### src/rtl/rp_8bit_uart_pkg.sv
// rp_8bit_uart_pkg: register offsets, STA/CTL/IRQ bit indices and FSM state types for rp_8bit_uart.
package rp_8bit_uart_pkg;
    localparam logic [5:0] OFS_UDR = 6'd0;
    localparam logic [5:0] OFS_STA = 6'd1;
    localparam logic [5:0] OFS_CTL = 6'd2;
    localparam logic [5:0] OFS_BRR = 6'd3;
    localparam int STA_RXC   = 7;
    localparam int STA_TXC   = 6;
    localparam int STA_DRE   = 5;
    localparam int STA_FE    = 4;
    localparam int STA_DOR   = 3;
    localparam int CTL_RXCIE = 7;
    localparam int CTL_TXCIE = 6;
    localparam int CTL_UDRIE = 5;
    localparam int CTL_RXEN  = 4;
    localparam int CTL_TXEN  = 3;
    localparam int CTL_LPB   = 0;
    localparam int IRQ_RXC   = 0;
    localparam int IRQ_DRE   = 1;
    localparam int IRQ_TXC   = 2;
    typedef enum logic [1:0] {TX_IDLE, TX_START, TX_DATA, TX_STOP} tx_state_t;
    typedef enum logic [1:0] {RX_IDLE, RX_START, RX_DATA, RX_STOP} rx_state_t;
endpackage

### src/rtl/rp_8bit_uart_rx.sv
// rp_8bit_uart_rx: 2-FF synchronizer and 8N1 receive FSM; samples each bit (BRR+1)>>1 clocks into it.
module rp_8bit_uart_rx
    import rp_8bit_uart_pkg::*;
(
    input  logic       clk,
    input  logic       rst,
    input  logic       i_en,
    input  logic       i_rxd,
    input  logic [7:0] i_brr,
    output logic [7:0] o_data,
    output logic       o_done,
    output logic       o_stop
);
    rx_state_t  r_state, w_next;
    logic [1:0] r_sync;
    logic [7:0] r_cnt, r_sh, w_half;
    logic [2:0] r_bit;
    logic       w_rx, w_fall, w_tick;

    assign w_rx   = r_sync[1];
    // Edge is taken as the synchronizer output about to fall, so the start bit is timed from its first low cycle.
    assign w_fall = r_sync[1] & ~r_sync[0];
    assign w_tick = (r_cnt == 8'd0);
    assign w_half = 8'((9'(i_brr) + 9'd1) >> 1);
    assign o_data = r_sh;
    assign o_stop = w_rx;
    assign o_done = i_en & (r_state == RX_STOP) & w_tick;

    always_comb begin
        w_next = r_state;
        if (!i_en)
            w_next = RX_IDLE;
        else
            case (r_state)
                RX_IDLE:  if (w_fall) w_next = RX_START;
                RX_START: if (w_tick) w_next = w_rx ? RX_IDLE : RX_DATA;
                RX_DATA:  if (w_tick && r_bit == 3'd7) w_next = RX_STOP;
                RX_STOP:  if (w_tick) w_next = RX_IDLE;
                default:  w_next = RX_IDLE;
            endcase
    end

    always_ff @(posedge clk) begin
        if (rst) r_state <= RX_IDLE;
        else     r_state <= w_next;
    end

    always_ff @(posedge clk) begin
        if (rst) begin
            r_sync <= 2'b11;
            r_cnt  <= 8'd0;
            r_sh   <= 8'd0;
            r_bit  <= 3'd0;
        end else begin
            r_sync <= {r_sync[0], i_rxd};
            if (r_state == RX_IDLE) begin
                r_cnt <= w_half;
                r_bit <= 3'd0;
            end else if (w_tick) begin
                r_cnt <= i_brr;
                if (r_state == RX_DATA) begin
                    r_sh  <= {w_rx, r_sh[7:1]};
                    r_bit <= r_bit + 3'd1;
                end
            end else
                r_cnt <= r_cnt - 8'd1;
        end
    end
endmodule

### src/rtl/rp_8bit_uart.sv
// rp_8bit_uart: 8N1 UART on the rp_8bit I/O bus with UDR/STA/CTL/BRR at BAS..BAS+3 and three IRQ lines.
// Define RP_8BIT_UART_LOOPBACK_EN to add CTL.LPB (TX shifter looped into RX, uart_txd held high).
module rp_8bit_uart
    import rp_8bit_uart_pkg::*;
#(
    parameter logic [5:0] BAS     = 6'h20,
    parameter logic [7:0] BRR_RST = 8'd0
) (
    input  logic       clk,
    input  logic       rst,
    input  logic       io_wen,
    input  logic       io_ren,
    input  logic [5:0] io_adr,
    input  logic [7:0] io_wdt,
    input  logic [7:0] io_msk,
    output logic [7:0] io_rdt,
    output logic [2:0] irq_req,
    input  logic [2:0] irq_ack,
    output logic       uart_txd,
    input  logic       uart_rxd
);
    tx_state_t  r_tx_state, w_tx_next;
    logic [7:0] r_ctl, r_brr, r_tx_buf, r_tx_sh, r_tx_cnt, r_rx_buf, r_rdt;
    logic [7:0] w_sta, w_rd_mux, w_rx_data, w_ctl_m;
    logic [5:0] w_ofs;
    logic [2:0] r_tx_bit;
    logic       r_tx_full, r_txd, r_rxc, r_txc, r_fe, r_dor;
    logic       w_udr_wr, w_udr_rd, w_txc_clr, w_tx_tick, w_tx_end, w_tx_load;
    logic       w_lpb, w_rx_in, w_rx_done, w_rx_stop;

`ifdef RP_8BIT_UART_LOOPBACK_EN
    localparam logic [7:0] CTL_WMSK = 8'hF9;
    assign w_lpb   = r_ctl[CTL_LPB];
    assign w_rx_in = w_lpb ? r_txd : uart_rxd;
`else
    localparam logic [7:0] CTL_WMSK = 8'hF8;
    assign w_lpb   = 1'b0;
    assign w_rx_in = uart_rxd;
`endif

    assign uart_txd  = r_txd | w_lpb;
    assign io_rdt    = r_rdt;
    assign w_ofs     = io_adr - BAS;
    assign w_ctl_m   = io_msk & CTL_WMSK;
    assign w_udr_wr  = io_wen & (w_ofs == OFS_UDR) & (|io_msk);
    assign w_udr_rd  = io_ren & (w_ofs == OFS_UDR);
    assign w_txc_clr = irq_ack[IRQ_TXC] | (io_wen & (w_ofs == OFS_STA) & io_msk[STA_TXC] & io_wdt[STA_TXC]);
    assign w_rd_mux  = (w_ofs == OFS_UDR) ? r_rx_buf :
                       (w_ofs == OFS_STA) ? w_sta :
                       (w_ofs == OFS_CTL) ? r_ctl :
                       (w_ofs == OFS_BRR) ? r_brr : 8'h00;

    always_comb begin
        w_sta          = 8'h00;
        w_sta[STA_RXC] = r_rxc;
        w_sta[STA_TXC] = r_txc;
        w_sta[STA_DRE] = ~r_tx_full;
        w_sta[STA_FE]  = r_fe;
        w_sta[STA_DOR] = r_dor;
    end

    always_comb begin
        irq_req          = 3'b000;
        irq_req[IRQ_RXC] = r_rxc & r_ctl[CTL_RXCIE];
        irq_req[IRQ_DRE] = ~r_tx_full & r_ctl[CTL_UDRIE];
        irq_req[IRQ_TXC] = r_txc & r_ctl[CTL_TXCIE];
    end

    assign w_tx_tick = (r_tx_cnt == 8'd0);
    assign w_tx_end  = (r_tx_state == TX_STOP) & w_tx_tick;
    // A full buffer moves to the shifter from idle or straight out of a stop bit, so frames run back to back.
    assign w_tx_load = r_tx_full & r_ctl[CTL_TXEN] & ((r_tx_state == TX_IDLE) | w_tx_end);

    always_comb begin
        w_tx_next = r_tx_state;
        case (r_tx_state)
            TX_IDLE:  if (w_tx_load) w_tx_next = TX_START;
            TX_START: if (w_tx_tick) w_tx_next = TX_DATA;
            TX_DATA:  if (w_tx_tick && r_tx_bit == 3'd7) w_tx_next = TX_STOP;
            TX_STOP:  if (w_tx_tick) w_tx_next = w_tx_load ? TX_START : TX_IDLE;
            default:  w_tx_next = TX_IDLE;
        endcase
    end

    always_ff @(posedge clk) begin
        if (rst) r_tx_state <= TX_IDLE;
        else     r_tx_state <= w_tx_next;
    end

    always_ff @(posedge clk) begin
        if (rst) begin
            r_tx_sh  <= 8'd0;
            r_tx_cnt <= 8'd0;
            r_tx_bit <= 3'd0;
            r_txd    <= 1'b1;
        end else if (w_tx_load) begin
            r_tx_sh  <= r_tx_buf;
            r_tx_cnt <= r_brr;
            r_tx_bit <= 3'd0;
            r_txd    <= 1'b0;
        end else if (r_tx_state != TX_IDLE) begin
            if (w_tx_tick) begin
                r_tx_cnt <= r_brr;
                if (r_tx_state == TX_START)
                    r_txd <= r_tx_sh[0];
                else if (r_tx_state == TX_DATA) begin
                    r_tx_sh  <= r_tx_sh >> 1;
                    r_tx_bit <= r_tx_bit + 3'd1;
                    r_txd    <= (r_tx_bit == 3'd7) ? 1'b1 : r_tx_sh[1];
                end else
                    r_txd <= 1'b1;
            end else
                r_tx_cnt <= r_tx_cnt - 8'd1;
        end
    end

    always_ff @(posedge clk) begin
        if (rst) begin
            r_ctl     <= 8'h00;
            r_brr     <= BRR_RST;
            r_tx_buf  <= 8'h00;
            r_tx_full <= 1'b0;
            r_rx_buf  <= 8'h00;
            r_rxc     <= 1'b0;
            r_txc     <= 1'b0;
            r_fe      <= 1'b0;
            r_dor     <= 1'b0;
            r_rdt     <= 8'h00;
        end else begin
            if (io_wen && w_ofs == OFS_CTL) r_ctl <= (r_ctl & ~w_ctl_m) | (io_wdt & w_ctl_m);
            if (io_wen && w_ofs == OFS_BRR) r_brr <= (r_brr & ~io_msk) | (io_wdt & io_msk);
            if (w_udr_wr && !r_tx_full) begin
                r_tx_buf  <= (r_tx_buf & ~io_msk) | (io_wdt & io_msk);
                r_tx_full <= 1'b1;
            end else if (w_tx_load)
                r_tx_full <= 1'b0;
            if (io_ren) r_rdt <= w_rd_mux;
            if (w_udr_rd) begin
                r_rxc <= 1'b0;
                r_fe  <= 1'b0;
                r_dor <= 1'b0;
            end
            // A read in the completion cycle has already taken the old byte, so the new one is kept, not overrun.
            if (w_rx_done) begin
                if (!r_rxc || w_udr_rd) begin
                    r_rx_buf <= w_rx_data;
                    r_rxc    <= 1'b1;
                    r_fe     <= ~w_rx_stop;
                end else
                    r_dor <= 1'b1;
            end
            if (w_txc_clr) r_txc <= 1'b0;
            if (w_tx_end && !w_tx_load) r_txc <= 1'b1;
        end
    end

    rp_8bit_uart_rx u_rx (
        .clk    (clk),
        .rst    (rst),
        .i_en   (r_ctl[CTL_RXEN]),
        .i_rxd  (w_rx_in),
        .i_brr  (r_brr),
        .o_data (w_rx_data),
        .o_done (w_rx_done),
        .o_stop (w_rx_stop)
    );
endmodule

### config.mk
export PLATFORM = sky130hd
export DESIGN_NAME = rp_8bit_uart
export DESIGN_NICKNAME = d
export VERILOG_FILES = /design/src/rtl/rp_8bit_uart_pkg.sv /design/src/rtl/rp_8bit_uart_rx.sv /design/src/rtl/rp_8bit_uart.sv
export SDC_FILE = /design/constraint.sdc
export NUM_CORES = 1
export LEC_CHECK = 0
export CAP_MARGIN = 5
export CORE_MARGIN = 2
export CORE_UTILIZATION = 50
export DETAILED_ROUTE_END_ITERATION = 10
export GPL_TIMING_DRIVEN = 1
export PLACE_DENSITY = 0.71
export SLEW_MARGIN = 0
export SYNTH_ARGS = -nofsm -noshare
export SYNTH_HDL_FRONTEND = slang
export SYNTH_SLANG_ARGS = --single-unit
### constraint.sdc
create_clock -name clk -period 6.87 [get_ports clk]
set_input_delay 1.374 -clock clk [delete_from_list [all_inputs] [get_ports clk]]
set_output_delay 1.374 -clock clk [all_outputs]
set_load 0.01 [all_outputs]
==> summary.txt, run 1 <==
Run status
  • Outcome: complete, no violations

Drt
  • Router iterations before antenna repair: 5
  • Max Used Layer: met4
  • Vias: roughly 4000
  • Routed length on met2: 5230 um
  • # DRC: 0
  • DR vias/cell: between 6 and 7
  • Post-route ant nets: 0
  • Met1 wire length: between 5000 and 6000 um
  • Met3 Wirelength: roughly 700 um
  • 1st-iter DRT viols: around 270
  • Final WL: approximately 11000 um
  • Drt wl/cell: roughly 17 um

Worst setup path
  • Worst Setup SP: io_adr[4]
  • Setup crit end: r_rx_buf[1]$_SDFFE_PP0P_
  • CP required: slightly above 7 ns
  • Reg2Reg Depth: 6
  • Cell family with most CP delay: compound AO/OA/AOI/OAI gates
  • R2r startpoint: r_tx_cnt[0]$_SDFFE_PP0P_
  • Worst EP arrival: around 3.8 ns
  • Flop2flop setup slack: about 4.2 ns
  • Worst Path Buf+Inv: 1
  • CP max-delay cell: o31ai_1
  • FF-to-FF End: r_tx_sh[6]$_SDFFE_PP0P_
  • Critical path class: input pin to register
  • Worst-path fanout max: 9
  • Max stage delay on crit path: around 0.93 ns
  • Crit path depth: 5
  • Startpoint Class: input pin
  • Crit-path cells: clkdlybuf4s50_1 > or4b_1 > o31ai_1 > nand3_1 > a21oi_1
  • Nature of the critical path endpoint: register

Min path
  • Worst hold path class: register to register

Synthesis
  • EDFF count, synth: 0
  • Synth top area share: 0.388
  • Synth Flop Type: dfxtp_1
  • Netlist cell types: 63
  • Commonest cells in the synthesized netlist: 87 x dfxtp_1, 50 x nand2_1, 40 x a21oi_1
  • Post-synthesis sequential area ratio: 0.388
  • Mapped Cells: approximately 530
  • FF+latch count, synth: between 80 and 90
  • Synth warn: 0
  • Syn Nets: between 500 and 600
  • Post-Syn Area: ~4500 um2
  • Post-Syn Area per Cell: 8.56 um2
  • Top-count cell post-synth: dfxtp_1
  • Yosys top cell by area: dfxtp_1
  • Ranking of synthesized cells by area: dfxtp_1 39%, a21oi_1 4.5%, nand2_1 4.2%
  • FFs w/ async S/R, synth: 0

Final layout
  • Fin area: 5140 um2
  • Fill count: between 700 and 800
  • Ratio of cells with drive above 1 in the final layout: 0.0748
  • Nets: 588
  • Seq. cell area: around 1700 um2
  • Footprint of the multi-input gates: roughly 2500 um2
  • ANT cells: 0
  • Layout Utilization: 0.590
  • Synthesis-to-finish area growth: 14.5%

Timing
  • Setup TNS: 0 ns
  • Final period util: 0.504
  • Crit path time final: between 3 and 4 ns
  • Max Fclk: between 200 and 300 MHz
  • Hold Violations, Final: 0
  • Setup-failing EPs final: 0
  • Relative slew margins: 0.284
  • Least-Margin Pin Slew: approximately 1.1 ns
  • RSZ-0062 raised after global routing: false
  • Pins Over Slew Limit: 0
  • Clock Skew: around 0.0074 ns

Placement
  • IO Port Bufs: 39
  • Cell Area, Placed: between 4000 and 5000 um2
  • Routability congestion estimate: 0.851
  • Dpl hpwl: about 7800 um

Clock tree
  • Htree depth: 3
  • Worst skew pair latency: 0.36 ns
  • Cts bufs inserted: 9
  • Clock sinks: 87
  • Postcts setup bufs: 0
  • CTS tree: yes
  • Root Driver: clkbuf_8
  • Clk pin slew, worst setup/hold paths: approximately 0.09 ns
  • Hold Buf Count CTS: 0
  • Clk buf depth: 2
  • Total of cells resized after clock tree synthesis: 0

Power
  • VDD IR max: between 0.1 and 0.15 mV
  • Pwr Density: just over 200 nW/um2
  • P_leak: between 1.5 and 2 nW

Global routing
  • Grt total ovfl: 0
  • Largest net degree at the start of global routing: between 70 and 80
  • Number of global-route vias before repair: between 3000 and 4000
  • First-pass GRT wire length: between 15000 and 20000 um
  • Initial antenna violation count: 0
  • All-Layer GR Usage: 0.239

Floorplan
  • DIE AREA: roughly 10000 um2
  • Die width: slightly below 100 um
  • # rows: 34
  • Core ar.: around 8700 um2
  • Io pins: 42
  • Die H: 98.8 um
  • Initial Util: 0.515

Run
  • Max Cap Violations: 0
## stage by stage
step / total power, W / setup WS (ns) / hold WS (ns) / instances
after floorplan: 0.000585 / 3.84 / 0.418 / 525
after global placement: 0.000621 / 3.10 / 0.440 / 641
after detailed placement: 0.000624 / 3.02 / 0.442 / 641
after CTS: 0.00105 / 3.40 / 0.460 / 656
after global routing: 0.00108 / 3.29 / 0.482 / 656
final: 0.00105 / 3.41 / 0.452 / 656
## layer usage
layer	track usage	vias to the layer above
li1	-	1972
met1	0.334	1971
met2	0.366	138
met3	0.0589	16
met4	0.0685	0
met5	0	-
## area by class of cell
| class | count | area share |
|---|---|---|
| multi-input combinational | 380 | 0.491 |
| sequential | 87 | 0.339 |
| timing repair buffer | 42 | 0.0793 |
| clock buffer | 10 | 0.0268 |
| tap | 108 | 0.0263 |
| clock inverter | 5 | 0.0207 |
| inverter | 24 | 0.0175 |
## worst reg2reg max path, cell delays in order, from the launching register on
cell	delay, ns
dfxtp_1	0.36
inv_1	0.08
ha_1	0.25
nor4b_1	0.80
a21oi_1	0.41
nor2_1	0.49
a221oi_1	0.16
## layout by cell type (no fill, tap or decap), types with 7 or more instances in the layout
cell	n
clkdlybuf4s50_1	38
a41o_1	7
dfxtp_1	87
nand2b_1	7
ha_1	14
nor2b_1	10
o21ai_0	16
a31oi_1	8
nor3_1	16
nor2_1	39
nand4_1	9
a21oi_1	40
nand2_1	50
inv_1	24
clkbuf_8	10
nand3_1	22
o22ai_1	8
a221oi_1	14
mux2i_1	17
## kinds of logic (layout without fill, tap and decap cells)
| group | after synthesis | in the layout | share of synthesized area |
|---|---|---|---|
| DFF | 87 | 87 | 0.388 |
| adders and majority gates | 14 | 14 | 0.0390 |
| AOI/OAI and AO/OA | 136 | 136 | 0.215 |
| muxes | 25 | 25 | 0.0630 |
| buffers and inverters | 58 | 81 | 0.0521 |
| xor gates and xnor gates | 10 | 10 | 0.0195 |
| and+or+nand+nor | 195 | 195 | 0.224 |
## where the power goes
part	switching, W	leakage, nW	internal (W)	total, W
logic	0.0000592	1.09	0.0000412	0.000100
registers	0.00000488	0.702	0.000509	0.000514
clock network	0.000184	0.119	0.000250	0.000435
total	0.000248	1.91	0.000800	0.00105
## worst min-delay path by stage
stage | from | to | slack, ns | depth (start not counted)
2_1_floorplan | u_rx.r_sync[0]$_SDFF_PP1_ | u_rx.r_sync[1]$_SDFF_PP1_ | 0.42 | 1
3_3_place_gp | u_rx.r_sync[0]$_SDFF_PP1_ | u_rx.r_sync[1]$_SDFF_PP1_ | 0.44 | 1
3_5_place_dp | u_rx.r_sync[0]$_SDFF_PP1_ | u_rx.r_sync[1]$_SDFF_PP1_ | 0.44 | 1
4_1_cts | u_rx.r_sync[0]$_SDFF_PP1_ | u_rx.r_sync[1]$_SDFF_PP1_ | 0.46 | 1
5_1_grt | u_rx.r_sync[0]$_SDFF_PP1_ | u_rx.r_sync[1]$_SDFF_PP1_ | 0.48 | 1
6_report | u_rx.r_sync[0]$_SDFF_PP1_ | u_rx.r_sync[1]$_SDFF_PP1_ | 0.45 | 1
Power figures use the tool's default switching activity.
==> inputs of run 2 (changes only) <==
--- a/config.mk
+++ b/config.mk
@@ -10,7 +10,7 @@
 export CORE_UTILIZATION = 50
 export DETAILED_ROUTE_END_ITERATION = 10
 export GPL_TIMING_DRIVEN = 1
-export PLACE_DENSITY = 0.71
+export PLACE_DENSITY = 0.74
 export SLEW_MARGIN = 0
 export SYNTH_ARGS = -nofsm -noshare
 export SYNTH_HDL_FRONTEND = slang
==> constraint.sdc (replaced) <==
create_clock -name clk -period 3.11 [get_ports clk]
set_input_delay 0.622 -clock clk [delete_from_list [all_inputs] [get_ports clk]]
set_output_delay 0.622 -clock clk [all_outputs]
set_load 0.01 [all_outputs]
==> run 2 against run 1 <==
- sequential cell count stayed put
- sequential power is 120% higher
- largest power group unchanged
- largest cell class unchanged
- design area is 0.19% higher
- die area stayed put
- count of clock-buffer cells in the layout stayed put
==> summary.txt, run 2 (synthesis results as in run 1) <==
Worst setup path
  • CP max-delay cell: or4b_2
  • Crit-path cells: inv_1 > ha_1 > or4b_2 > a2111oi_0 > o21bai_1 > a221oi_1
  • CP required: 3.38 ns (-3.78 ns)
  • Worst EP arrival: 3.06 ns (-0.69 ns)
  • Worst Path Buf+Inv: 1 (unchanged)
  • Nature of the critical path endpoint: register
  • Flop2flop setup slack: 0.32 ns (-3.86 ns)
  • Startpoint Class: register
  • Cell family with most CP delay: compound AO/OA/AOI/OAI gates
  • Worst-path fanout max: 11 (+2)
  • Max stage delay on crit path: 0.68 ns (-0.25 ns)
  • Critical path class: register to register

Timing
  • Least-Margin Pin Slew: 0.846 ns (-0.218 ns)
  • Setup-failing EPs final: 0 (unchanged)
  • Pins Over Slew Limit: 0 (unchanged)
  • RSZ-0062 raised after global routing: false
  • Final setup margin: 0.318 ns (-3.09 ns)
  • Hold Violations, Final: 0 (unchanged)
  • Setup TNS: 0 ns (unchanged)
  • Final period util: 0.898
  • Relative slew margins: 0.433 (+0.149)
  • Clock Skew: 0.00857 ns (+0.00118 ns)
  • Crit path time final: about 2.8 ns
  • Max Fclk: around 360 MHz

Floorplan
  • Die H: 98.8 um (unchanged)
  • DIE AREA: 9760 um2 (unchanged)
  • Core ar.: 8720 um2 (unchanged)
  • Io pins: 42 (unchanged)
  • Initial Util: 0.515 (unchanged)
  • Die width: 98.8 um (unchanged)
  • # rows: 34 (unchanged)

Clock tree
  • Root Driver: clkbuf_8
  • Worst skew pair latency: 0.36 ns (about the same)
  • Cts bufs inserted: 9 (unchanged)
  • Clk pin slew, worst setup/hold paths: 0.09 ns (about the same)
  • Clk buf depth: 2 (unchanged)
  • Postcts setup bufs: 0 (unchanged)
  • Htree depth: 3 (unchanged)
  • Total of cells resized after clock tree synthesis: 0 (unchanged)
  • Hold Buf Count CTS: 0 (unchanged)
  • CTS tree: yes
  • Clock sinks: 87 (unchanged)

Run
  • Max Cap Violations: 0 (unchanged)

Power
  • Pwr Density: 423 nW/um2 (+110%)
  • P_leak: 1.92 nW (+0.84%)
  • VDD IR max: 0.258 mV (+85%)

Min path
  • Worst hold path class: register to register

Final layout
  • Most common cell after layout, fill and taps aside: dfxtp_1
  • Commonest non-fill, non-tap cells in the layout: 87 x dfxtp_1, 50 x nand2_1, 40 x a21oi_1, 39 x nor2_1, 38 x clkdlybuf4s50_1
  • Nets: 595 (+1.2%)
  • Ratio of cells with drive above 1 in the final layout: 0.0863 (+0.0115)
  • Synthesis-to-finish area growth: 14.7%
  • ANT cells: 0 (unchanged)
  • Fill count: 737 (-3.2%)

Drt
  • # DRC: 0 (unchanged)
  • Post-route ant nets: 0 (unchanged)
  • Final WL: 11200 um (-1.4%)
  • Drt wl/cell: 16.9 um (-2.6%)
  • DR vias/cell: 6.19 (-0.94%)
  • 1st-iter DRT viols: 224 (-16%)
  • Router iterations before antenna repair: 5 (unchanged)
  • Vias: 4108 (+0.27%)

Global routing
  • Number of global-route vias before repair: 3815 (-0.39%)
  • First-pass GRT wire length: 18600 um (-1.8%)
  • Initial antenna violation count: 0 (unchanged)
  • Largest net degree at the start of global routing: 73 (-1.4%)
  • All-Layer GR Usage: 0.233 (-0.00527)
  • Grt total ovfl: 0 (unchanged)

Placement
  • Setup WS pre-CTS: 0.356 ns (-2.67 ns)
  • Dpl hpwl: 7920 um (+2.0%)
  • Routability congestion estimate: 0.833 (-2.1%)
  • IO Port Bufs: 39 (unchanged)

Run status
  • Outcome: complete, no violations
run 2: report_power, final:
group	switching [W]	internal [W]	total, W
combinational	0.000130	0.0000967	0.000227
clock	0.000433	0.000385	0.000818
sequential	0.0000105	0.00112	0.00113
run 2: layout make-up:
class	count	area, um2	share of cell area
Multi-Input combinational cell	380	2520	0.490
Inverter	24	90.1	0.0175
Tap cell	108	135	0.0262
Timing Repair Buffer	49	460	0.0894
Clock buffer	10	128	0.0248
Sequential cell	87	1740	0.338
Clock inverter	6	73.8	0.0143
run 2: layer usage:
metal | wire (um) | global-route usage | vias up
met4 | 284 | 0.0938 | 0
met1 | 5130 | 0.315 | 1972
met2 | 5170 | 0.365 | 128
li1 | - | - | 1983
met5 | 0 | 0 | -
met3 | 638 | 0.0496 | 25
run 2: per-stage QoR:
step | power (W) | hold WS, ns | utilization | instance area, um2 | cells
2_1_floorplan | 0.00129 | 0.418 | - | 4490 | 525
5_1_grt | 0.00225 | 0.483 | 0.591 | 5150 | 664
6_report | 0.00218 | 0.463 | 0.591 | 5150 | 664
3_3_place_gp | 0.00138 | 0.440 | 0.568 | 4950 | 648
3_5_place_dp | 0.00138 | 0.446 | 0.568 | 4950 | 648
4_1_cts | 0.00219 | 0.469 | 0.591 | 5150 | 664
run 2: path summary, 6_finish.rpt:
kind / cells past startpoint / endpoint / startpoint
worst max register to register: 6 / r_tx_sh[0]$_SDFFE_PP0P_ / r_tx_state[1]$_SDFFE_PP0P_
worst min register to register: 1 / u_rx.r_sync[1]$_SDFF_PP1_ / u_rx.r_sync[0]$_SDFF_PP1_
worst min-delay path: 1 / u_rx.r_sync[1]$_SDFF_PP1_ / u_rx.r_sync[0]$_SDFF_PP1_
worst max-delay path: 6 / r_tx_sh[0]$_SDFFE_PP0P_ / r_tx_state[1]$_SDFFE_PP0P_
==> inputs of run 3 (changes only) <==
--- a/config.mk
+++ b/config.mk
@@ -6,7 +6,7 @@
 export NUM_CORES = 1
 export LEC_CHECK = 0
 export CAP_MARGIN = 5
-export CORE_MARGIN = 2
+export CORE_MARGIN = 1.5
 export CORE_UTILIZATION = 50
 export DETAILED_ROUTE_END_ITERATION = 10
 export GPL_TIMING_DRIVEN = 1
==> run 3 against run 2 <==
- highest routed layer unchanged
- non-clock buffer count shrank 1
- worst setup slack better by 0.0034 ns
- first-iteration DRC count fell by 5.4%
- via count hardly changed
==> summary.txt, run 3 (synthesis results as in run 1) <==
Run status
  • Outcome: complete, no violations

Global routing
  • Initial antenna violation count: 0 (unchanged)
  • Grt total ovfl: 0 (unchanged)
  • Number of global-route vias before repair: 3818 (+0.079%)
  • Largest net degree at the start of global routing: 73 (unchanged)
  • All-Layer GR Usage: 0.244 (+0.0105)
  • First-pass GRT wire length: 18900 um (+1.8%)

Placement
  • IO Port Bufs: 39 (unchanged)
  • Dpl hpwl: 7950 um (+0.32%)
  • Placed cells: 647 (-0.15%)
  • Routability congestion estimate: 0.833 (about the same)
  • Cell Area, Placed: 4940 um2 (-0.15%)
  • Setup WS pre-CTS: 0.362 ns (+0.00587 ns)

Worst setup path
  • Crit path depth: 6 (unchanged)
  • Max stage delay on crit path: 0.68 ns (about the same)
  • Worst EP arrival: 3.07 ns (about the same)
  • R2r startpoint: r_tx_state[1]$_SDFFE_PP0P_
  • Crit-path cells: inv_1 > ha_1 > or4b_2 > a2111oi_0 > o21bai_1 > a221oi_1
  • Flop2flop setup slack: 0.32 ns (about the same)
  • CP required: 3.39 ns (about the same)
  • Nature of the critical path endpoint: register
  • CP max-delay cell: or4b_2
  • Worst Setup SP: r_tx_state[1]$_SDFFE_PP0P_
  • Worst-path fanout max: 11 (unchanged)
  • Critical path class: register to register
  • Reg2Reg Depth: 6 (unchanged)
  • Startpoint Class: register
  • Cell family with most CP delay: compound AO/OA/AOI/OAI gates
  • Worst Path Buf+Inv: 1 (unchanged)

Timing
  • Final setup margin: 0.321 ns (+0.00336 ns)
  • RSZ-0062 raised after global routing: false
  • Hold Violations, Final: 0 (unchanged)
  • Setup-failing EPs final: 0 (unchanged)
  • Relative slew margins: 0.393 (-0.0406)
  • Pins Over Slew Limit: 0 (unchanged)
  • Setup TNS: 0 ns (unchanged)
  • Least-Margin Pin Slew: 0.907 ns (+0.0606 ns)
  • Final period util: 0.897 (-0.00108)
  • Max Fclk: 359 MHz (+0.12%)
  • Clock Skew: 0.0125 ns (+0.00395 ns)
  • Crit path time final: 2.79 ns (-0.00336 ns)

Drt
  • Drt wl/cell: 17.2 um (+1.7%)
  • Met3 Wirelength: 788 um (+24%)
  • Max Used Layer: met4
  • Met1 wire length: 5120 um (-0.16%)
  • 1st-iter DRT viols: 212 (-5.4%)
  • Final WL: 11400 um (+1.5%)
  • Routed length on met2: 5270 um (+2.1%)
  • DR vias/cell: 6.19 (about the same)
  • Router iterations before antenna repair: 5 (unchanged)
  • Post-route ant nets: 0 (unchanged)
  • Vias: 4105 (-0.073%)
  • # DRC: 0 (unchanged)

Clock tree
  • Htree depth: 3 (unchanged)
  • Hold Buf Count CTS: 0 (unchanged)
  • Root Driver: clkbuf_8
  • Clock sinks: 87 (unchanged)
  • Clk pin slew, worst setup/hold paths: 0.10 ns (about the same)
  • Postcts setup bufs: 0 (unchanged)
  • Total of cells resized after clock tree synthesis: 0 (unchanged)
  • Clk buf depth: 2 (unchanged)
  • CTS tree: yes
  • Cts bufs inserted: 9 (unchanged)
  • Worst skew pair latency: 0.37 ns (about the same)

Power
  • Switching Share: 0.265 (+0.00140)
  • Pwr Density: 425 nW/um2 (+0.42%)
  • Clock network power share: 0.378 (+0.003)
  • Switching power: 0.000579 W (+0.86%)
  • Internal power: 0.00161 W (+0.13%)
  • P_leak: 1.92 nW (-0.17%)
  • VDD IR max: 0.283 mV (+9.5%)
  • Register share of total power: 0.519 (-0.002)
  • Gate power share: 0.104 (about the same)

Min path
  • Hold Crit Depth: 1 (unchanged)
  • Worst hold path class: register to register
  • Worst min-delay path startpoint: u_rx.r_sync[0]$_SDFF_PP1_

Final layout
  • Layout Cells excl Fill: 663 (-0.15%)
  • ANT cells: 0 (unchanged)
  • Fin area: 5150 um2 (about the same)
  • Fill count: 750 (+1.8%)
  • Ratio of cells with drive above 1 in the final layout: 0.0847 (-0.00165)
  • Commonest non-fill, non-tap cells in the layout: 87 x dfxtp_1, 50 x nand2_1, 40 x a21oi_1, 39 x nor2_1, 38 x clkdlybuf4s50_1
  • Synthesis-to-finish area growth: 14.6% (about the same)
  • Nets: 594 (-0.17%)
  • Most common cell after layout, fill and taps aside: dfxtp_1

Floorplan
  • Initial Util: 0.515 (unchanged)
  • # rows: 34 (unchanged)
  • Core ar.: 8720 um2 (unchanged)
  • Io pins: 42 (unchanged)
  • Die width: 97.8 um (-1.0%)
  • Die H: 97.8 um (-1.0%)
  • DIE AREA: 9560 um2 (-2.0%)

Run
  • Max Cap Violations: 0 (unchanged)
==> run 3: power groups by stage <==
stage	combinational, W	clock, W	sequential [W]
4_1_cts	0.000224	0.000836	0.00113
5_1_grt	0.000244	0.000880	0.00114
3_5_place_dp	0.000222	0	0.00116
6_report	0.000226	0.000826	0.00113
3_3_place_gp	0.000218	0	0.00116
2_1_floorplan	0.000134	0	0.00116
==> run 3: per-layer routing <==
metal  global-route usage  vias up
li1                     -     1989
met1                0.336     1921
met2                0.394      178
met3               0.0308       17
met4               0.0912        0
met5                    0        -
==> run 3: per-stage QoR <==
stage | hold slack [ns] | total power [W] | util
3_5_place_dp | 0.435 | 0.00138 | 0.567
5_1_grt | 0.463 | 0.00226 | 0.590
3_3_place_gp | 0.441 | 0.00138 | 0.567
4_1_cts | 0.458 | 0.00219 | 0.590
6_report | 0.457 | 0.00219 | 0.590
2_1_floorplan | 0.418 | 0.00129 | -
==> run 3: worst paths after layout <==
path                                     to
setup / recovery    r_tx_sh[4]$_SDFFE_PP0P_
hold / removal    u_rx.r_sync[1]$_SDFF_PP1_
setup reg to reg    r_tx_sh[4]$_SDFFE_PP0P_
hold reg to reg   u_rx.r_sync[1]$_SDFF_PP1_
==> run 3: layout make-up <==
type / instances / area, um2 / area share
clock buffer: 10 / 128 / 0.0248
clock inverter: 6 / 76.3 / 0.0148
inverter: 24 / 90.1 / 0.0175
multi-input combinational: 380 / 2520 / 0.490
sequential: 87 / 1740 / 0.338
tap: 108 / 135 / 0.0263
timing repair buffer: 48 / 453 / 0.0880
==> run 3: worst reg2reg max path, stage by stage, from the launching register on <==
cell	delay [ns]
dfxtp_1	0.44
inv_1	0.12
ha_1	0.32
or4b_2	0.68
a2111oi_0	0.48
o21bai_1	0.31
a221oi_1	0.35
